**src/rtl/frog_game_if.sv**
```systemverilog
// Signal bundle between the frog game controller and its key/detector inputs
// and display/LED outputs.
interface frog_game_if #(
  parameter int LIVES_W = 2,
  parameter int SCORE_W = 4
);
  logic [3:0]         keys;
  logic               hit;
  logic               goal;
  logic               lightOn;
  logic               playing;
  logic               gameOver;
  logic [LIVES_W-1:0] lives;
  logic [SCORE_W-1:0] score;
  logic               respawn;

  modport master (
    output keys, hit, goal,
    input  lightOn, playing, gameOver, lives, score, respawn
  );

  modport slave (
    input  keys, hit, goal,
    output lightOn, playing, gameOver, lives, score, respawn
  );
endinterface

```
**src/rtl/frog_game_ctrl.sv**
```systemverilog
// Game-lifecycle sequencer for the frog game: READY / PLAY / DYING / OVER,
// with lives, saturating score, respawn delay and edge-qualified keys.
module frog_game_ctrl #(
  parameter int LIVES   = 3,
  parameter int RESPAWN = 16,
  parameter int SCORE_W = 4
) (
  input  logic        Clock,
  input  logic        reset,
  frog_game_if.slave  bus
);
  localparam int LIVES_W = $clog2(LIVES + 1);
  localparam int CNT_W   = (RESPAWN > 1) ? $clog2(RESPAWN) : 1;

  typedef enum logic [1:0] {READY, PLAY, DYING, OVER} state_t;

  state_t           state;
  logic [3:0]       keys_q;
  logic [CNT_W-1:0] cnt;
  logic [3:0]       press;
  logic             start_press;

  assign press       = bus.keys & ~keys_q;
  assign start_press = press[1] & ~bus.keys[3] & ~bus.keys[2] & ~bus.keys[0];

  // NOTE: state and outputs are sequential, so every assignment here is
  // non-blocking; blocking ones would let later statements see new values.
  always_ff @(posedge Clock) begin
    if (reset) begin
      state        <= READY;
      // All-ones so a key held through reset needs a release before it counts.
      keys_q       <= 4'b1111;
      cnt          <= '0;
      bus.lightOn  <= 1'b1;
      bus.playing  <= 1'b0;
      bus.gameOver <= 1'b0;
      bus.lives    <= LIVES_W'(LIVES);
      bus.score    <= '0;
      bus.respawn  <= 1'b0;
    end else begin
      keys_q      <= bus.keys;
      bus.respawn <= 1'b0;
      case (state)
        READY: begin
          if (start_press) begin
            state       <= PLAY;
            bus.lightOn <= 1'b0;
            bus.playing <= 1'b1;
            bus.lives   <= LIVES_W'(LIVES);
            bus.score   <= '0;
            bus.respawn <= 1'b1;
          end
        end
        PLAY: begin
          if (bus.hit) begin
            bus.playing <= 1'b0;
            if (bus.lives == LIVES_W'(1)) begin
              state        <= OVER;
              bus.gameOver <= 1'b1;
              bus.lives    <= '0;
            end else begin
              state     <= DYING;
              bus.lives <= bus.lives - LIVES_W'(1);
              cnt       <= CNT_W'(RESPAWN - 1);
            end
          end else if (bus.goal) begin
            if (bus.score != '1) bus.score <= bus.score + SCORE_W'(1);
            bus.respawn <= 1'b1;
          end
        end
        DYING: begin
          if (cnt == '0) begin
            state       <= PLAY;
            bus.playing <= 1'b1;
            bus.respawn <= 1'b1;
          end else begin
            cnt <= cnt - CNT_W'(1);
          end
        end
        OVER: begin
          if (start_press) begin
            state        <= READY;
            bus.lightOn  <= 1'b1;
            bus.gameOver <= 1'b0;
          end
        end
        default: begin
          state        <= READY;
          bus.lightOn  <= 1'b1;
          bus.playing  <= 1'b0;
          bus.gameOver <= 1'b0;
        end
      endcase
    end
  end
endmodule

```
**src/flat_wrapper.sv**
```systemverilog
// flat-port wrapper written by rule: the top's interface ports become plain ports
module frog_game_ctrl_flat 
#(
  parameter int LIVES   = 3,
  parameter int RESPAWN = 16,
  parameter int SCORE_W = 4
)
  (Clock, reset, bus_keys, bus_hit, bus_goal, bus_lightOn, bus_playing, bus_gameOver, bus_lives, bus_score, bus_respawn);
  frog_game_if #(.LIVES_W(2), .SCORE_W(SCORE_W)) bus_i ();
  input  logic Clock;
  input  logic reset;
  input wire logic [$bits(bus_i.keys)-1:0] bus_keys;
  input wire logic [$bits(bus_i.hit)-1:0] bus_hit;
  input wire logic [$bits(bus_i.goal)-1:0] bus_goal;
  output wire logic [$bits(bus_i.lightOn)-1:0] bus_lightOn;
  output wire logic [$bits(bus_i.playing)-1:0] bus_playing;
  output wire logic [$bits(bus_i.gameOver)-1:0] bus_gameOver;
  output wire logic [$bits(bus_i.lives)-1:0] bus_lives;
  output wire logic [$bits(bus_i.score)-1:0] bus_score;
  output wire logic [$bits(bus_i.respawn)-1:0] bus_respawn;
  assign bus_i.keys = bus_keys;
  assign bus_i.hit = bus_hit;
  assign bus_i.goal = bus_goal;
  assign bus_lightOn = bus_i.lightOn;
  assign bus_playing = bus_i.playing;
  assign bus_gameOver = bus_i.gameOver;
  assign bus_lives = bus_i.lives;
  assign bus_score = bus_i.score;
  assign bus_respawn = bus_i.respawn;
  frog_game_ctrl #(.LIVES(LIVES), .RESPAWN(RESPAWN), .SCORE_W(SCORE_W)) u_core (.Clock(Clock), .reset(reset), .bus(bus_i));
endmodule
```
**config.mk**
```make
export PLATFORM = sky130hd
export DESIGN_NAME = frog_game_ctrl_flat
export DESIGN_NICKNAME = d
export VERILOG_FILES = /design/src/rtl/frog_game_if.sv /design/src/rtl/frog_game_ctrl.sv /design/src/flat_wrapper.sv
export SDC_FILE = /design/constraint.sdc
export NUM_CORES = 1
export LEC_CHECK = 0
export ABC_CLOCK_PERIOD_IN_PS = 3480
export BUFFER_PORTS_ARGS = -buffer_cell sky130_fd_sc_hd__buf_4
export CAP_MARGIN = 20
export CORE_UTILIZATION = 30
export CTS_CLUSTER_DIAMETER = 50
export DETAILED_ROUTE_END_ITERATION = 10
export MAX_ROUTING_LAYER = met4
export PLACE_DENSITY = 0.54
export SLEW_MARGIN = 20
export SYNTH_ARGS = -nofsm -noshare
export SYNTH_HDL_FRONTEND = slang
export SYNTH_SLANG_ARGS = --single-unit
```
**constraint.sdc**
```tcl
create_clock -name Clock -period 3.48 [get_ports Clock]
set_input_delay 0.174 -clock Clock [delete_from_list [all_inputs] [get_ports Clock]]
set_output_delay 0.174 -clock Clock [all_outputs]
set_load 0.01 [all_outputs]
```
==> impl_metrics.py, run 1 <==
metrics = {
    "outcome": {
        "result_of_the_run": "finished, final reports clean",
    },
    "clock_tree": {
        "holdBufCountCts": 0,
        "cts.htree.levels": 1,
        "cts_made_buffers": 3,
        "ctsResizeCount": 0,
        "root_buffer": "clkbuf_4",
        "ctsLongestPathBuffers": 2,
        "clk_transition_reported_paths_ps": 110,
        "postCtsSetupBuffers": 0,
        "worstSkewPairLatency_ps": 290,
        "cts.sinks": 17,
        "clock_tree_from_tritoncts": "built",
    },
    "cells_and_area": {
        "multi_input_area_um2": 552,
        "area.sequential_um2": 340,
        "nFillCells": 298,
        "drive_gt1_share_pct": 33.3,
        "layout.cell_area.non_filler_um2": 1130,
        "antenna_cells_inserted": 0,
        "fin_nets": 126,
        "layout-area-overhead-vs-synth_pct": 19.2,
    },
    "global_route": {
        "antenna_found_initial": 0,
        "first_pass_grt_wire_length_mm": 3.17,
        "maximum_number_of_pins_on_one_net_before_global_route_repair": 14,
        "gr-usage-all-layers_pct": 12.6,
        "via_count_of_the_first_global_routing_pass": 726,
        "globalRouteOverflowTotal": 0,
    },
    "route": {
        "dr_total_vias": 750,
        "vias_per_cell": 4.81,
        "drt_iter0_markers": 31,
        "drc_errors": 0,
        "wl_per_cell_um": 11.8,
        "postRouteAntennaNets": 0,
        "totalWireLength_mm": 1.84,
        "detailed_router_iteration_count_before_antenna_repair": 4,
    },
    "timing": {
        "max_slew_violation_count": 0,
        "setup-tns-final_ps": 0,
        "number_of_hold_slack_violations_in_the_final_timing_report": 0,
        "period_share_pct": 43.1,
        "setup-violations-final": 0,
        "min_period_ps": 1500,
        "achievable-frequency_mhz": 667,
        "fin_worst_skew_ps": 5.75,
        "smallest_setup_slack_after_layout_ps": 1980,
        "rsz0062_at_grt": "no",
        "timing.max_slew.rel_slack_pct": 67.3,
        "timing_worst_slew_pin_value_ps": 490,
    },
    "yosys": {
        "synth_top_area_share_pct": 36.0,
        "synth_largest_area_cell": "dfxtp_1",
        "syn-mean-instance-area_um2": 9.84,
        "synth.cell_area_um2": 945,
        "yosysUniqueCellTypes": 37,
        "synth_seq_cells": 17,
        "synth_enable_flop_cells": 0,
        "synthMostInstantiatedCell": "dfxtp_1",
        "synthArstFlopShare_pct": 0,
        "yosys-top-cells-area": "dfxtp_1 36%, ha_1 4.0%, nor3b_4 4.0%",
        "synth_top_cells_by_count": "17 x dfxtp_1, 7 x inv_1, 7 x nor2_1",
        "syn_inst": 96,
        "synth_nets": 107,
        "yosys_warnings": 0,
        "ys_seq_area_share_pct": 36.0,
        "dominantRegCellSynth": "dfxtp_1",
    },
    "critical_path": {
        "worst_ep_required_time_ps": 3710,
        "crit-reg2reg-capture": "u_core.bus.score[3]$_SDFFE_PP0P_",
        "r2r_slack_ps": 1980,
        "r2r.worst_path.cells": 4,
        "cp_max_fo": 10,
        "r2r_start": "u_core.state[0]$_SDFFE_PP0P_",
        "timing.setup.critical_path_class": "reg2reg",
        "timing.critical_path.to_type": "register",
        "arrival_ps": 1730,
        "start_kind": "register",
        "first_element_of_the_critical_path": "u_core.state[0]$_SDFFE_PP0P_",
    },
    "hold_path": {
        "hp-class": "in2reg",
        "hold_end": "u_core.keys_q[1]$_SDFF_PP1_",
        "whs_path_depth": 2,
        "worst_hold_startpoint": "bus_keys[1]",
    },
    "floorplanning": {
        "floorplan.die_area_um2": 3380,
        "floorplan.io_pins": 18,
        "initial_utilization_pct": 32.8,
        "core_area_um2": 2880,
        "floorplan.rows": 19,
        "die_w_um": 58.1,
        "fp.dieH_um": 58.1,
    },
    "place": {
        "dpl_worst_slack_ps": 1990,
        "final_gp_congestion": 0.786,
        "total_placed_instance_area_um2": 1100,
        "place.port_buffers": 17,
        "dpl.hpwl_mm": 1.39,
    },
    "power": {
        "p_leak_uw": 0.000421,
        "report.power.total_uw": 345,
        "p_per_area_nw_per_um2": 306,
        "max-vdd-ir-drop_mv": 0.175,
    },
    "run": {
        "maxCapViolations": 0,
    },
}
-- where the power goes --
part / switching, µW / total (µW) / internal (µW)
Sequential: 3.58 / 202 / 199
Combinational: 17.3 / 34.3 / 17.0
Clock: 65.4 / 108 / 42.8
Total: 86.3 / 345 / 258
-- state kept, by name, summed over array words and instances, names as in the netlist --
name	cells
u_core.bus.gameOver	1
u_core.bus.lightOn	1
u_core.bus.lives	2
u_core.bus.playing	1
u_core.bus.respawn	1
u_core.bus.score	4
u_core.cnt	4
u_core.keys_q	1
u_core.state	2
-- stage by stage --
step                      util (%)  cells  hold slack [ps]
after floorplan                  -     96              281
after global placement        38.2    152              375
after detailed placement      38.2    152              378
after CTS                     39.1    156             57.4
after global routing          39.1    156             59.7
final                         39.1    156             66.8
-- cell usage in the layout (no fill, tap or decap), types with 4 or more instances in the layout --
cell,count
buf_4,17
nand2_1,6
inv_1,7
o21ai_0,4
a21oi_2,4
nand3_1,4
a21oi_1,5
nor2_1,7
dfxtp_1,17
-- cells by family after synthesis --
logic type / after synthesis / share of synthesized area [%]
AO/OA/AOI/OAI: 32 / 26.9
AND/OR/NAND/NOR: 31 / 24.6
flip-flops: 17 / 36.0
buffers and inverters: 10 / 5.56
adder cells (fa/ha/maj): 3 / 3.97
XOR/XNOR: 2 / 1.85
multiplexers: 1 / 1.06
-- critical path: stages (launching register included) --
cell       delay [ps]
dfxtp_1           640
nand4bb_4         180
a31o_1            260
a21oi_2           160
mux2i_1           200
-- per-layer routing --
| layer | track usage (%) | vias to the layer above | share of wire, % |
|---|---|---|---|
| li1 | - | 387 | - |
| met4 | 3.06 | 0 | 0.49 |
| met3 | 4.69 | 2 | 5.0 |
| met2 | 19.7 | 19 | 46 |
| met1 | 15.5 | 342 | 49 |
| met5 | - | - | 0 |
-- area by class of cell --
class / count / area share, %
Inverter: 7 / 2.33
Multi-Input combinational cell: 69 / 49.0
Tap cell: 42 / 4.67
Clock inverter: 1 / 0.444
Timing Repair Buffer: 17 / 11.3
Sequential cell: 17 / 30.2
Clock buffer: 3 / 2.00
-- worst max path at each step --
stage | to | depth (start not counted) | slack, ps
6_report | u_core.bus.score[3]$_SDFFE_PP0P_ | 4 | 1980
4_1_cts | u_core.bus.score[3]$_SDFFE_PP0P_ | 4 | 1960
5_1_grt | u_core.bus.score[3]$_SDFFE_PP0P_ | 4 | 1870
2_1_floorplan | u_core.cnt[2]$_SDFFE_PP0P_ | 5 | 2150
3_5_place_dp | u_core.bus.score[3]$_SDFFE_PP0P_ | 4 | 1990
3_3_place_gp | u_core.bus.score[3]$_SDFFE_PP0P_ | 4 | 2040
No activity file was read; power rests on OpenSTA's default activity.
==> inputs of run 2 (changes only) <==
--- a/config.mk
+++ b/config.mk
@@ -5,14 +5,15 @@
 export SDC_FILE = /design/constraint.sdc
 export NUM_CORES = 1
 export LEC_CHECK = 0
-export ABC_CLOCK_PERIOD_IN_PS = 3480
+export ABC_AREA = 1
+export ABC_CLOCK_PERIOD_IN_PS = 1500
 export BUFFER_PORTS_ARGS = -buffer_cell sky130_fd_sc_hd__buf_4
 export CAP_MARGIN = 20
 export CORE_UTILIZATION = 30
 export CTS_CLUSTER_DIAMETER = 50
 export DETAILED_ROUTE_END_ITERATION = 10
 export MAX_ROUTING_LAYER = met4
-export PLACE_DENSITY = 0.54
+export PLACE_DENSITY = 0.55
 export SLEW_MARGIN = 20
 export SYNTH_ARGS = -nofsm -noshare
 export SYNTH_HDL_FRONTEND = slang
==> constraint.sdc (replaced) <==
create_clock -name Clock -period 1.5 [get_ports Clock]
set_input_delay 0.075 -clock Clock [delete_from_list [all_inputs] [get_ports Clock]]
set_output_delay 0.075 -clock Clock [all_outputs]
set_load 0.01 [all_outputs]
==> run 2 against run 1 <==
Compared with the run above: the flow now finishes with violations (design-rule violations); via count grew 15%; core utilization grew 0.68 points; routed wire length grew 6.4%; first-iteration DRC count shrank 29%; combinational power grew to 4.2 times the previous value; flip-flop and latch count is the same; non-clock buffer count grew 2; clock power grew 130%; largest power group unchanged; highest routed layer unchanged.
==> impl_metrics.py, run 2 <==
metrics = {
    "floorplanning": {
        "floorplan.rows": 19,
        "core_area_um2": 2810,
        "die_w_um": 57.0,
        "fp.dieH_um": 57.0,
        "floorplan.die_area_um2": 3250,
        "initial_utilization_pct": 32.4,
        "floorplan.io_pins": 18,
    },
    "outcome": {
        "result_of_the_run": "complete, but fails checks",
        "failed_checks": "design-rule violations",
    },
    "timing": {
        "fin_worst_skew_ps": 3.12,
        "setup-tns-final_ps": 0,
        "timing.max_slew.rel_slack_pct": 81.8,
        "rsz0062_at_grt": "no",
        "period_share_pct": 88.5,
        "number_of_hold_slack_violations_in_the_final_timing_report": 0,
        "achievable-frequency_mhz": 753,
        "min_period_ps": 1330,
        "holdWs_ps": 87.0,
        "max_slew_violation_count": 0,
        "setup-violations-final": 0,
        "timing_worst_slew_pin_value_ps": 271,
    },
    "route": {
        "totalWireLength_mm": 1.96,
        "vias_per_cell": 4.73,
        "dr_total_vias": 866,
        "drt_iter0_markers": 22,
        "detailed_router_iteration_count_before_antenna_repair": 7,
        "drc_errors": 2,
        "postRouteAntennaNets": 0,
        "wl_per_cell_um": 10.7,
    },
    "clock_tree": {
        "clock_tree_from_tritoncts": "built",
        "clk_transition_reported_paths_ps": 100,
        "ctsResizeCount": 0,
        "ctsLongestPathBuffers": 2,
        "cts.htree.levels": 1,
        "worstSkewPairLatency_ps": 290,
        "root_buffer": "clkbuf_4",
        "cts.sinks": 17,
        "cts_made_buffers": 3,
    },
    "global_route": {
        "antenna_found_initial": 0,
        "first_pass_grt_wire_length_mm": 3.40,
        "gr-usage-all-layers_pct": 13.9,
        "maximum_number_of_pins_on_one_net_before_global_route_repair": 11,
        "globalRouteOverflowTotal": 0,
        "via_count_of_the_first_global_routing_pass": 813,
    },
    "yosys": {
        "yosys_warnings": 0,
        "yosysUniqueCellTypes": 23,
        "synth_seq_cells": 17,
        "dominantRegCellSynth": "dfxtp_1",
        "synth_nets": 141,
        "syn_inst": 130,
        "synth.cell_area_um2": 908,
        "synthArstFlopShare_pct": 0,
        "synth_largest_area_cell": "dfxtp_1",
        "synthMostInstantiatedCell": "nand2_1",
        "syn-mean-instance-area_um2": 6.99,
        "synth_top_cells_by_count": "25 x nand2_1, 18 x nand3_1, 17 x dfxtp_1, 17 x inv_1, 13 x a21oi_1",
        "ys_seq_area_share_pct": 37.5,
        "synth_enable_flop_cells": 0,
        "yosys-top-cells-area": "dfxtp_1 37%, nand2_1 10%, nand3_1 9.9%",
        "synth_top_area_share_pct": 37.5,
    },
    "cells_and_area": {
        "drive_gt1_share_pct": 22.4,
        "mostFrequentLayoutCells": "25 x nand2_1, 18 x nand3_1, 17 x inv_1, 17 x buf_4, 17 x dfxtp_1",
        "layout.cell_area.non_filler_um2": 1120,
        "antenna_cells_inserted": 0,
        "final_core_util_pct": 39.8,
        "biggestRegsByFlops": "u_core.bus.score (4), u_core.cnt (4)",
        "nFillCells": 301,
        "layout.cells.most_common": "nand2_1",
        "fin_nets": 164,
        "layout-area-overhead-vs-synth_pct": 23.0,
    },
    "power": {
        "p_per_area_nw_per_um2": 787,
        "max-vdd-ir-drop_mv": 0.397,
        "report.power.total_uw": 880,
        "p_leak_uw": 0.000525,
    },
    "critical_path": {
        "arrival_ps": 1550,
        "critical-path-max-stage-delay_ps": 530,
        "worst_ep_required_time_ps": 1720,
        "cpLargestDelayFamily": "simple AND/OR/NAND/NOR gates",
        "timing.setup.critical_path_class": "in2reg",
        "cp_slowest_cell": "dlygate4sd3_1",
        "start_kind": "primary input",
        "timing.critical_path.to_type": "register",
        "cp_max_fo": 10,
        "worstPathCellList": "dlygate4sd3_1 -> buf_4 -> nand2_1 -> nor2_1 -> nand3_2 -> nand2_2 -> nand3_1 -> a21oi_1",
        "critical_path.n_buffers_inverters": 2,
    },
    "hold_path": {
        "hp-class": "in2reg",
    },
    "place": {
        "total_placed_instance_area_um2": 1070,
        "dpl.hpwl_mm": 1.51,
        "place.port_buffers": 17,
        "final_gp_congestion": 0.835,
    },
    "run": {
        "maxCapViolations": 0,
    },
}
-- run 2: changes by cell type after synthesis, moves of 4 or more --
cell,previous run,this run
nand2_1,6,25
nand3_1,4,18
inv_1,7,17
a21oi_1,5,13
nand2_2,1,6
a21oi_2,4,0
-- run 2: logic make-up (layout without fill, tap and decap cells) --
| kind of cell | after synthesis | count (layout) | share of synthesized area, % |
|---|---|---|---|
| xor+xnor | 2 | 2 | 1.93 |
| compound gates | 21 | 21 | 12.4 |
| simple gates | 66 | 66 | 35.1 |
| buf+inv | 21 | 43 | 8.95 |
| fa+ha+maj | 3 | 3 | 4.13 |
| flops | 17 | 17 | 37.5 |
-- run 2: metal layers --
metal  up-vias  global-route usage, %  share of wire, %
li1        470                      -                 -
met1       380                   15.8                48
met2        14                   23.4                47
met3         2                   4.08               3.2
met4         0                   4.53               1.0
met5         -                      -                 0
-- run 2: timing repair --
action                                 CTS  global route
buffers inserted                         0             0
endpoints found under the hold margin    1             1
hold buffers                             1             1
-- run 2: worst register-to-register path, delay by kind of cell (launching register included) --
family          cells  cell delay (ps)
buf+inv             1              110
simple gates        3              210
flops               1              310
compound gates      2              350
fa+ha+maj           1              240
-- run 2: cell type report --
cell class                 instances  area (µm²)  area share, %
multi-input combinational         92         487           43.6
sequential                        17         340           30.5
timing repair buffer              19         148           13.2
inverter                          20        77.6           6.94
tap                               31        38.8           3.47
clock buffer                       4        26.3           2.35
-- run 2: final timing paths --
| kind | start | to | depth (start not counted) | slack (ps) |
|---|---|---|---|---|
| worst min register to register | u_core.bus.playing$_SDFFE_PP0P_ | u_core.bus.playing$_SDFFE_PP0P_ | 2 | 450 |
| worst max-delay path | bus_keys[1] | u_core.bus.score[2]$_SDFFE_PP0P_ | 8 | 170 |
| worst max register to register | u_core.cnt[0]$_SDFFE_PP0P_ | u_core.state[0]$_SDFFE_PP0P_ | 7 | 190 |
| worst min-delay path | bus_hit | u_core.bus.playing$_SDFFE_PP0P_ | 4 | 90 |
-- run 2: per-stage QoR --
stage | setup WS [ps] | std cells
after global placement | 224 | 177
after CTS | 190 | 182
after global routing | 28.2 | 183
after detailed placement | 203 | 177
final | 172 | 183
after floorplan | 334 | 130
-- run 2: report_power, final --
group | internal (µW) | switching [µW] | leakage [µW]
clock network | 103 | 147 | 0.0000150
registers | 470 | 14.2 | 0.000138
logic | 61.4 | 83.2 | 0.000372
total | 635 | 245 | 0.000525
==> inputs of run 3 (changes only) <==
==> constraint.sdc (replaced) <==
create_clock -name Clock -period 1.5 [get_ports Clock]
set_input_delay 0.15 -clock Clock [delete_from_list [all_inputs] [get_ports Clock]]
set_output_delay 0.15 -clock Clock [all_outputs]
set_load 0.01 [all_outputs]
==> run 3 against run 2 <==
Compared with the run above: the flow still finishes with violations (design-rule violations); core utilization fell by 0.71 points; largest power group unchanged; non-clock buffer count fell by 2; die area did not move; power fell by 0.51%; register-to-register slack barely moved; final area fell by 1.8%; global-route usage fell by 0.15 points; sequential share of layout area rose by 0.56 points; highest routed layer unchanged.
==> impl_metrics.py, run 3 (synthesis results as in run 2) <==
metrics = {
    "route": {
        "drt_iter0_markers": 25,
        "wl_met3_um": 66,
        "drc_errors": 2,
        "vias_per_cell": 4.75,
        "dr_total_vias": 860,
        "postRouteAntennaNets": 0,
        "top_layer": "met4",
        "wirelength_met1_um": 935,
        "detailed_router_iteration_count_before_antenna_repair": 7,
        "totalWireLength_mm": 1.93,
        "wl_met2_um": 903,
        "wl_per_cell_um": 10.6,
    },
    "hold_path": {
        "worst_hold_startpoint": "bus_keys[1]",
        "hp-class": "in2reg",
        "whs_path_depth": 3,
    },
    "clock_tree": {
        "clk_transition_reported_paths_ps": 100,
        "postCtsSetupBuffers": 0,
        "root_buffer": "clkbuf_4",
        "cts_made_buffers": 3,
        "cts.sinks": 17,
        "holdBufCountCts": 0,
        "ctsResizeCount": 0,
        "ctsLongestPathBuffers": 2,
        "cts.htree.levels": 1,
        "worstSkewPairLatency_ps": 290,
        "clock_tree_from_tritoncts": "built",
    },
    "place": {
        "dpl_worst_slack_ps": 203,
        "final_gp_congestion": 0.835,
        "dpl.hpwl_mm": 1.51,
        "place.port_buffers": 17,
    },
    "power": {
        "report.power.total_uw": 875,
        "p_leak_uw": 0.000517,
        "p_per_area_nw_per_um2": 798,
        "max-vdd-ir-drop_mv": 0.397,
    },
    "timing": {
        "min_period_ps": 1310,
        "holdWs_ps": 49.9,
        "smallest_setup_slack_after_layout_ps": 194,
        "setup-violations-final": 0,
        "achievable-frequency_mhz": 766,
        "timing.max_slew.rel_slack_pct": 81.8,
        "period_share_pct": 87.1,
        "rsz0062_at_grt": "no",
        "setup-tns-final_ps": 0,
        "max_slew_violation_count": 0,
        "number_of_hold_slack_violations_in_the_final_timing_report": 0,
        "fin_worst_skew_ps": 2.84,
        "timing_worst_slew_pin_value_ps": 271,
    },
    "cells_and_area": {
        "fin_nets": 162,
        "mostFrequentLayoutCells": "25 x nand2_1, 18 x nand3_1, 17 x inv_1, 17 x buf_4, 17 x dfxtp_1",
        "layout.cells.most_common": "nand2_1",
        "biggestRegsByFlops": "u_core.bus.score (4), u_core.cnt (4)",
        "antenna_cells_inserted": 0,
        "drive_gt1_share_pct": 22.7,
        "layout-area-overhead-vs-synth_pct": 20.8,
    },
    "outcome": {
        "failed_checks": "design-rule violations",
        "result_of_the_run": "complete, but fails checks",
    },
    "critical_path": {
        "first_element_of_the_critical_path": "u_core.cnt[0]$_SDFFE_PP0P_",
        "timing.setup.critical_path_class": "reg2reg",
        "r2r_start": "u_core.cnt[0]$_SDFFE_PP0P_",
        "cp_max_fo": 5,
        "start_kind": "register",
        "timing.critical_path.to_type": "register",
        "worst_ep_required_time_ps": 1700,
        "arrival_ps": 1500,
        "r2r.worst_path.cells": 7,
    },
    "run": {
        "maxCapViolations": 0,
    },
    "floorplanning": {
        "floorplan.rows": 19,
        "initial_utilization_pct": 32.4,
        "floorplan.io_pins": 18,
        "core_area_um2": 2810,
        "floorplan.die_area_um2": 3250,
        "die_w_um": 57.0,
        "fp.dieH_um": 57.0,
    },
    "global_route": {
        "gr-usage-all-layers_pct": 13.7,
        "first_pass_grt_wire_length_mm": 3.36,
        "antenna_found_initial": 0,
        "via_count_of_the_first_global_routing_pass": 803,
        "globalRouteOverflowTotal": 0,
        "maximum_number_of_pins_on_one_net_before_global_route_repair": 11,
    },
}
-- run 3: changes by cell type in the layout (fill, tap and decap cells not counted), sizes merged --
cell and change:
dlygate4sd3 -2
-- run 3: power by group --
group | internal (µW) | leakage, µW | switching, µW
Combinational | 58.0 | 0.000364 | 82.4
Sequential | 470 | 0.000138 | 14.2
Clock | 103 | 0.0000150 | 147
Total | 632 | 0.000517 | 244
-- run 3: layout make-up --
cell class	instances	area, µm²
multi-input cells	92	487
repair buffers	17	128
well taps	31	38.8
flip-flops and latches	17	340
fillers	299	1710
clock buffers	4	26.3
inverters	20	77.6
-- run 3: path summary, 6_finish.rpt --
check,end,slack [ps]
max,u_core.state[0]$_SDFFE_PP0P_,190
max reg2reg,u_core.state[0]$_SDFFE_PP0P_,190
min reg2reg,u_core.bus.playing$_SDFFE_PP0P_,450
min,u_core.keys_q[1]$_SDFF_PP1_,50
-- run 3: critical path: stages (launching register included) --
cell     delay (ps)
dfxtp_1         310
inv_1           110
ha_1            240
a21oi_1         120
a21oi_1         230
nand3_1         100
nand2_1          70
nor2_1           40
-- run 3: metal layers --
metal | up-vias | track usage (%)
met5 | - | -
met4 | 0 | 4.53
met3 | 2 | 4.08
met2 | 16 | 23.0
met1 | 377 | 15.6
li1 | 465 | -
-- run 3: stage by stage --
stage	cell area (µm²)	std cells	util [%]
3_5_place_dp	1070	177	38.2
3_3_place_gp	1070	177	38.2
6_report	1100	181	39.1
4_1_cts	1100	181	39.1
2_1_floorplan	908	130	-
5_1_grt	1100	181	39.1
